$ cat src/rtl/spi_pkg.sv
// Shared types and constants for the SPI shift engine and its clock divider.
package spi_pkg;

  typedef enum logic [1:0] {
    IDLE  = 2'd0,
    SHIFT = 2'd1,
    TAIL  = 2'd2
  } spi_state_t;

  localparam int SPI_DATA_BITS = 8;
  localparam int SPI_EDGES     = 16;

endpackage

$ cat src/rtl/spi_clk_div.sv
// SCLK edge-tick generator: one-cycle tick every div+1 clk cycles while enabled.
module spi_clk_div (
  input  logic       clk,
  input  logic       rst,
  input  logic       en,
  input  logic [7:0] div,
  output logic       tick
);

  logic [7:0] cnt;

  always_ff @(posedge clk) begin
    if (rst || !en) begin
      cnt <= 8'd0;
    end else if (cnt == div) begin
      cnt <= 8'd0;
    end else begin
      cnt <= cnt + 8'd1;
    end
  end

  assign tick = en && (cnt == div);

endmodule

$ cat src/rtl/spi_shift_engine.sv
// SPI master shift engine: one byte per transfer, CPOL/CPHA/divider shadowed at start.
module spi_shift_engine
  import spi_pkg::*;
(
  input  logic       clk,
  input  logic       rst,
  input  logic       cpol,
  input  logic       cpha,
  input  logic [7:0] clk_div,
  input  logic [7:0] tx_data,
  input  logic       tx_start,
  output logic       busy,
  output logic [7:0] rx_data,
  output logic       rx_valid,
  output logic       sclk,
  output logic       mosi,
  input  logic       miso
);

  localparam logic [4:0] LAST_EDGE = 5'(SPI_EDGES);

  spi_state_t                 state;
  logic                       cpol_s;
  logic                       cpha_s;
  logic [7:0]                 div_s;
  logic [SPI_DATA_BITS-1:0]   tx_shift;
  logic [SPI_DATA_BITS-1:0]   rx_shift;
  logic [4:0]                 edge_cnt;
  logic [4:0]                 edge_nxt;
  logic                       leading;
  logic                       sample;
  logic                       tick;

  assign busy     = (state != IDLE);
  assign edge_nxt = edge_cnt + 5'd1;
  // Odd edge numbers move SCLK away from its idle level.
  assign leading  = edge_nxt[0];
  assign sample   = (leading != cpha_s);

  spi_clk_div u_clk_div (
    .clk  (clk),
    .rst  (rst),
    .en   (busy),
    .div  (div_s),
    .tick (tick)
  );

  always_ff @(posedge clk) begin
    if (rst) begin
      state    <= IDLE;
      cpol_s   <= 1'b0;
      cpha_s   <= 1'b0;
      div_s    <= 8'd0;
      tx_shift <= '0;
      rx_shift <= '0;
      edge_cnt <= 5'd0;
      rx_data  <= 8'h00;
      rx_valid <= 1'b0;
      sclk     <= 1'b0;
      mosi     <= 1'b0;
    end else begin
      rx_valid <= 1'b0;
      case (state)
        IDLE: begin
          sclk <= cpol;
          if (tx_start) begin
            cpol_s   <= cpol;
            cpha_s   <= cpha;
            div_s    <= clk_div;
            tx_shift <= tx_data;
            mosi     <= tx_data[SPI_DATA_BITS-1];
            edge_cnt <= 5'd0;
            state    <= SHIFT;
          end
        end
        SHIFT: begin
          if (tick && edge_cnt != LAST_EDGE) begin
            edge_cnt <= edge_nxt;
            sclk     <= leading ? ~cpol_s : cpol_s;
            if (sample) begin
              rx_shift <= {rx_shift[SPI_DATA_BITS-2:0], miso};
            end else if (cpha_s) begin
              // CPHA=1 presents the current MSB on the leading edge, then advances.
              mosi     <= tx_shift[SPI_DATA_BITS-1];
              tx_shift <= tx_shift << 1;
            end else if (edge_nxt != LAST_EDGE) begin
              mosi     <= tx_shift[SPI_DATA_BITS-2];
              tx_shift <= tx_shift << 1;
            end
            if (edge_nxt == LAST_EDGE) begin
              state <= TAIL;
            end
          end
        end
        TAIL: begin
          sclk <= cpol_s;
          if (tick) begin
            rx_data  <= rx_shift;
            rx_valid <= 1'b1;
            state    <= IDLE;
          end
        end
        default: begin
          state <= IDLE;
        end
      endcase
    end
  end

endmodule

$ cat config.mk
export PLATFORM = sky130hd
export DESIGN_NAME = spi_shift_engine
export DESIGN_NICKNAME = d
export VERILOG_FILES = /design/src/rtl/spi_pkg.sv /design/src/rtl/spi_clk_div.sv /design/src/rtl/spi_shift_engine.sv
export SDC_FILE = /design/constraint.sdc
export NUM_CORES = 1
export LEC_CHECK = 0
export ABC_AREA = 1
export CAP_MARGIN = 40
export CORE_MARGIN = 5
export CORE_UTILIZATION = 28
export CTS_CLUSTER_SIZE = 16
export DETAILED_ROUTE_END_ITERATION = 10
export PLACE_DENSITY_LB_ADDON = 0.1
export SYNTH_ARGS = -nofsm -noshare
export SYNTH_HDL_FRONTEND = slang
export SYNTH_SLANG_ARGS = --single-unit
$ cat constraint.sdc
create_clock -name clk -period 5.4 [get_ports clk]
set_input_delay 1.08 -clock clk [delete_from_list [all_inputs] [get_ports clk]]
set_output_delay 1.08 -clock clk [all_outputs]
set_load 0.005 [all_outputs]
* Word level (Yosys, flattened, before mapping)
Index checks and enable logic that the tools add are counted.
** Storage, ports and cells
- Register bits :: 52
- Input port bits :: 22
- Output and inout bits :: 12
- Logic and storage cells :: 70
** Cells by class
- Add/subtract/negate cells :: 2
- Equality and inequality tests :: 13
- Muxes and demuxes :: 24
- Bitwise logic cells :: 2
- Reduce and logical (&&, ||, !) cells :: 17
** Operators by type and width (count)
- 8-bit two-way mux :: 5
- 8-bit one-hot mux with 2 select lines :: 1
- 5-bit two-way mux :: 2
- 2-bit != test, second input constant :: 5
- 5-bit != test, second input constant :: 2
- 5-bit one-hot mux with 2 select lines :: 1
- 8-bit by 1-bit adder with 8-bit output, second input constant :: 1
- 8-bit == test :: 1
- 1-bit two-way mux :: 8
- 2-bit two-way mux :: 4
- 2-bit one-hot mux with 3 select lines :: 1
- 2-bit AND reduction :: 3
- 3-bit AND reduction :: 2
- 5-bit by 1-bit adder with 5-bit output, second input constant :: 1
- 5-bit == test, second input constant :: 1
- 5-bit AND reduction :: 1
- 4-bit AND reduction :: 1
- 2-bit nonzero test :: 2
- 2-bit OR reduction :: 2
- 3-bit != test, second input constant :: 1
- 1-bit one-hot mux with 3 select lines :: 1
- 3-bit nonzero test :: 1
- 2-bit by 1-bit == test with 1-bit output, second input constant :: 1
- 2-bit == test, second input constant :: 1
- other kinds (7) :: 9

* Logic depth before layout (Yosys ltp)
- Depth in word-level cells :: 7
- Depth in mapped cells :: 14
- Depth with buffers taken out :: 13

* Cells and area by module
From an unflattened synthesis, not the netlist that was laid out.
** Second synthesis, totals
- Cell total of the unflattened synthesis :: 360
- Area, all modules :: 2518.7 µm²
** Modules (own cells, without submodules)
- spi_shift_engine :: instances 1, cells an instance 287, area an instance 2035.7 µm², seq. area each 880.8 µm²
- spi_clk_div :: instances 1, cells an instance 73, area an instance 483.0 µm², seq. area each 160.2 µm²

* Worst setup path before layout
OpenSTA, ideal clock, no wires.
- Path type :: in2reg
- Start point :: input port tx_start
- End point :: register mosi
- Library setup time :: 115 ps
- Arrival :: 1803 ps
- Data required time :: 5285 ps
- Setup slack :: 3482 ps
- Stages :: 7
- Path buffers :: 1
- Cells stage by stage :: nor2_1 > inv_1 > nand2_1 > nor2_2 > buf_4 > a21oi_1 > nor2_1
** Between the ends
- Longest elaborated chain between the ends :: 2
** Ends and longest elaborated chain
- from (decl) :: line spi_shift_engine.sv:11 : input logic tx_start,
- 2-bit != test (no source line)
- 5-bit AND reduction (no source line)
- to (signal assigned) :: line spi_shift_engine.sv:71 : mosi <= tx_data[SPI_DATA_BITS-1];
- to (signal assigned) :: line spi_shift_engine.sv:84 : mosi <= tx_shift[SPI_DATA_BITS-1];
- to (signal assigned) :: line spi_shift_engine.sv:87 : mosi <= tx_shift[SPI_DATA_BITS-2];
- to (decl) :: line spi_shift_engine.sv:16 : output logic mosi,
Every way passes these cells.
A chain may end at the register's enable or synchronous reset.

* Final worst setup path
- Start point :: register state[0]
- End point :: output port busy
** Between the ends
- Longest elaborated chain between the ends :: 1
** Ends and longest elaborated chain
- from (decl) :: line spi_shift_engine.sv:22 : spi_state_t state;
- from (signal assigned) :: line spi_shift_engine.sv:50 : state <= IDLE;
- from (signal assigned) :: line spi_shift_engine.sv:73 : state <= SHIFT;
- from (signal assigned) :: line spi_shift_engine.sv:91 : state <= TAIL;
- 2-bit nonzero test :: line spi_shift_engine.sv:34 : assign busy = (state != IDLE);
- to (decl) :: line spi_shift_engine.sv:12 : output logic busy,
Every way passes these cells.

==> out/metrics.cfg <==
[outcome]
status=complete, no violations

[drt]
drt-initial-drc-count=56
via_per_inst=4.46
vias=2230
routed_wl_mm=5.85
ant_nets=0
first_pass_iters=4
drc=0
avgRoutedWirePerCell_um=11.7

[cells_and_area]
area_growth_pct=20.0
mostFrequentLayoutCells=89 x nand2_1, 52 x dfxtp_1, 39 x inv_1
finish.utilization=0.348
diodes=0
final_common_cell=nand2_1
fillCellCount=964
layout.nets=421
fin_area_sq_um=3070
drive_above_1_share=0.0612

[job]
drv_cap=0

[setup_path]
critPathMostFrequentCell=inv_1
r2r_start=state[1]
crit_start=state[0]
crit_family=buffers and inverters
worstSetupEndpoint=busy
worst-r2r-cell-count=9
r2r_slack_ns=2.86
cpMaxStageDelayCell=clkdlybuf4s50_1
arrival_ns=1.81
crit_path_start_kind=register
path_class=register to output port
worstPathMaxFanout=6
critical_path_depth=4
required_ns=4.32
worstPathCellList=inv_1 -> ha_1 -> inv_1 -> clkdlybuf4s50_1
crit_buf_inv=3
cp_slowest_stage_delay_ns=0.55
regToRegEndpoint=tx_shift[5]
end_kind=output port

[placed_design]
dpl_cell_area_sq_um=2980
gp_congestion=0.732
hpwl_mm=4.24
port_buffers=33

[synth]
synth_area_sq_um=2560
ys_seq_area_frac=0.407
ys_ff_latch=52
syn_nets=393
synth_area_leader_cell=dfxtp_1
ys_top_cells_by_area=dfxtp_1 41%, nand2_1 13%, a21oi_1 7.0%
synth_cells=363
synth_top_area_share=0.407
postSynthAreaPerCell_sq_um=7.05
ys_warn_count=0
ys_types=28

[sta]
finalHoldViolCount=0
tightest_slew_ns=0.700
setup_violations=0
period_minus_slack_ns=2.89
rsz0062_at_grt=no
finalClockSkew_ns=0.0116
drv_slew=0
finalSetupTns_ns=0
slew_headroom=0.533
finalCritPeriodShare=0.535
fmax_mhz=346

[grt]
grt_usage=0.111
grt_antenna_before_repair=0
grt_first_pass_wirelength_mm=10.2
grt_pass1_vias=2118
grt_max_degree=27
overflow=0

[power]
total_power_uw=1030
peakVddDrop_mv=0.134
power_frac_comb=0.328
clockPowerShare=0.226
power.switching_uw=385
p_leak_uw=0.00126
p_int_uw=645
power_density_nw_per_um2=336
power_frac_seq=0.447
p_sw_frac=0.374

[floorplan]
die_area_sq_um=11100
die_w_um=106
ios=34
start_util=0.290
coreArea_sq_um=8810
die_y_um=106
rows=34

[clock_network]
ctsHoldBuffers=0
cts_buffers=5
clk_latency_ns=0.31
cts.root.buffer_cell=clkbuf_8
clock_sinks=52
htreeDepth=2
cts_setup_buffers=0
clock_path_buffers=2
clk_pin_slew_ns=0.11
tritoncts=built
cts_resized=0

[hold_path]
hold_class=register to register

-- state kept, by name, indices dropped and copies added, names as in the netlist, 2 cells and up --
signal and cells:
rx_shift 8, div_s 8, tx_shift 8, edge_cnt 5, state 2, u_clk_div.cnt 8
rx_data 8
-- cell families after synthesis --
kind of cell | Yosys count | share of synthesized area
DFF | 52 | 0.407
buffers and inverters | 60 | 0.0978
AOI/OAI and AO/OA | 66 | 0.129
xor gates and xnor gates | 8 | 0.0274
muxes | 2 | 0.0103
adders and majority gates | 8 | 0.0391
and+or+nand+nor | 167 | 0.289
-- metal layers --
metal	global-route usage	up-vias	wire length (um)
met3	0.0287	5	203
met2	0.182	23	2730
met4	0.0305	0	72
li1	-	1210	-
met1	0.146	992	2850
met5	0	-	0
-- synthesized netlist by cell type --
master,n
nand2_1,89
dfxtp_1,52
inv_1,39
nor2_1,37
a21oi_1,36
o21ai_0,19
nand3_1,18
nor3_1,11
o21ai_1,11
ha_1,8
clkbuf_1,7
inv_2,7
nand4_1,5
xor2_1,5
xnor2_1,3
buf_2,2
buf_4,2
buf_6,2
clkinv_1,1
mux2_2,1
mux2_4,1
nand2_4,1
nand3_4,1
nor2_2,1
nor2_4,1
nor2_8,1
nor3_4,1
nor3b_1,1
-- power by group through the flow --
stage | clock, uW | sequential, uW | combinational, uW
after floorplan | 0 | 462 | 261
after global placement | 0 | 469 | 342
after detailed placement | 0 | 469 | 343
after CTS | 247 | 460 | 345
after global routing | 259 | 466 | 393
final | 232 | 460 | 337
-- layout make-up --
class,instances,area [sq um],area share
well taps,108,135,0.0440
multi-input cells,251,1270,0.413
clock buffers,5,68.8,0.0224
clock inverters,3,22.5,0.00734
flip-flops and latches,52,1040,0.339
inverters,47,176,0.0575
repair buffers,34,358,0.117
-- how the worst min path moves through the flow --
stage | start | to | slack [ns] | cells past startpoint
final | rx_data[6] | rx_data[6] | 0.45 | 2
after global routing | rx_data[5] | rx_data[5] | 0.47 | 2
after detailed placement | rx_data[4] | rx_data[4] | 0.43 | 2
after floorplan | tx_shift[3] | tx_shift[3] | 0.44 | 2
after global placement | rx_data[6] | rx_data[6] | 0.44 | 2
after CTS | rx_data[0] | rx_data[0] | 0.46 | 2
-- worst register-to-register path: cells and delay by family (launching register included) --
kind	cells	cell delay (ns)
flip-flops	1	0.39
adder cells (fa/ha/maj)	1	0.43
AO/OA/AOI/OAI	2	0.17
multiplexers	1	0.27
AND/OR/NAND/NOR	4	1.08
buffers and inverters	1	0.08
-- through the flow --
| stage | instances | worst slack (ns) | hold WS (ns) |
|---|---|---|---|
| final | 500 | 2.51 | 0.451 |
| after global routing | 500 | 2.40 | 0.470 |
| after CTS | 500 | 2.47 | 0.456 |
| after detailed placement | 492 | 2.47 | 0.434 |
| after global placement | 491 | 2.13 | 0.436 |
| after floorplan | 363 | 3.48 | 0.435 |
Power figures use the tool's default switching activity.
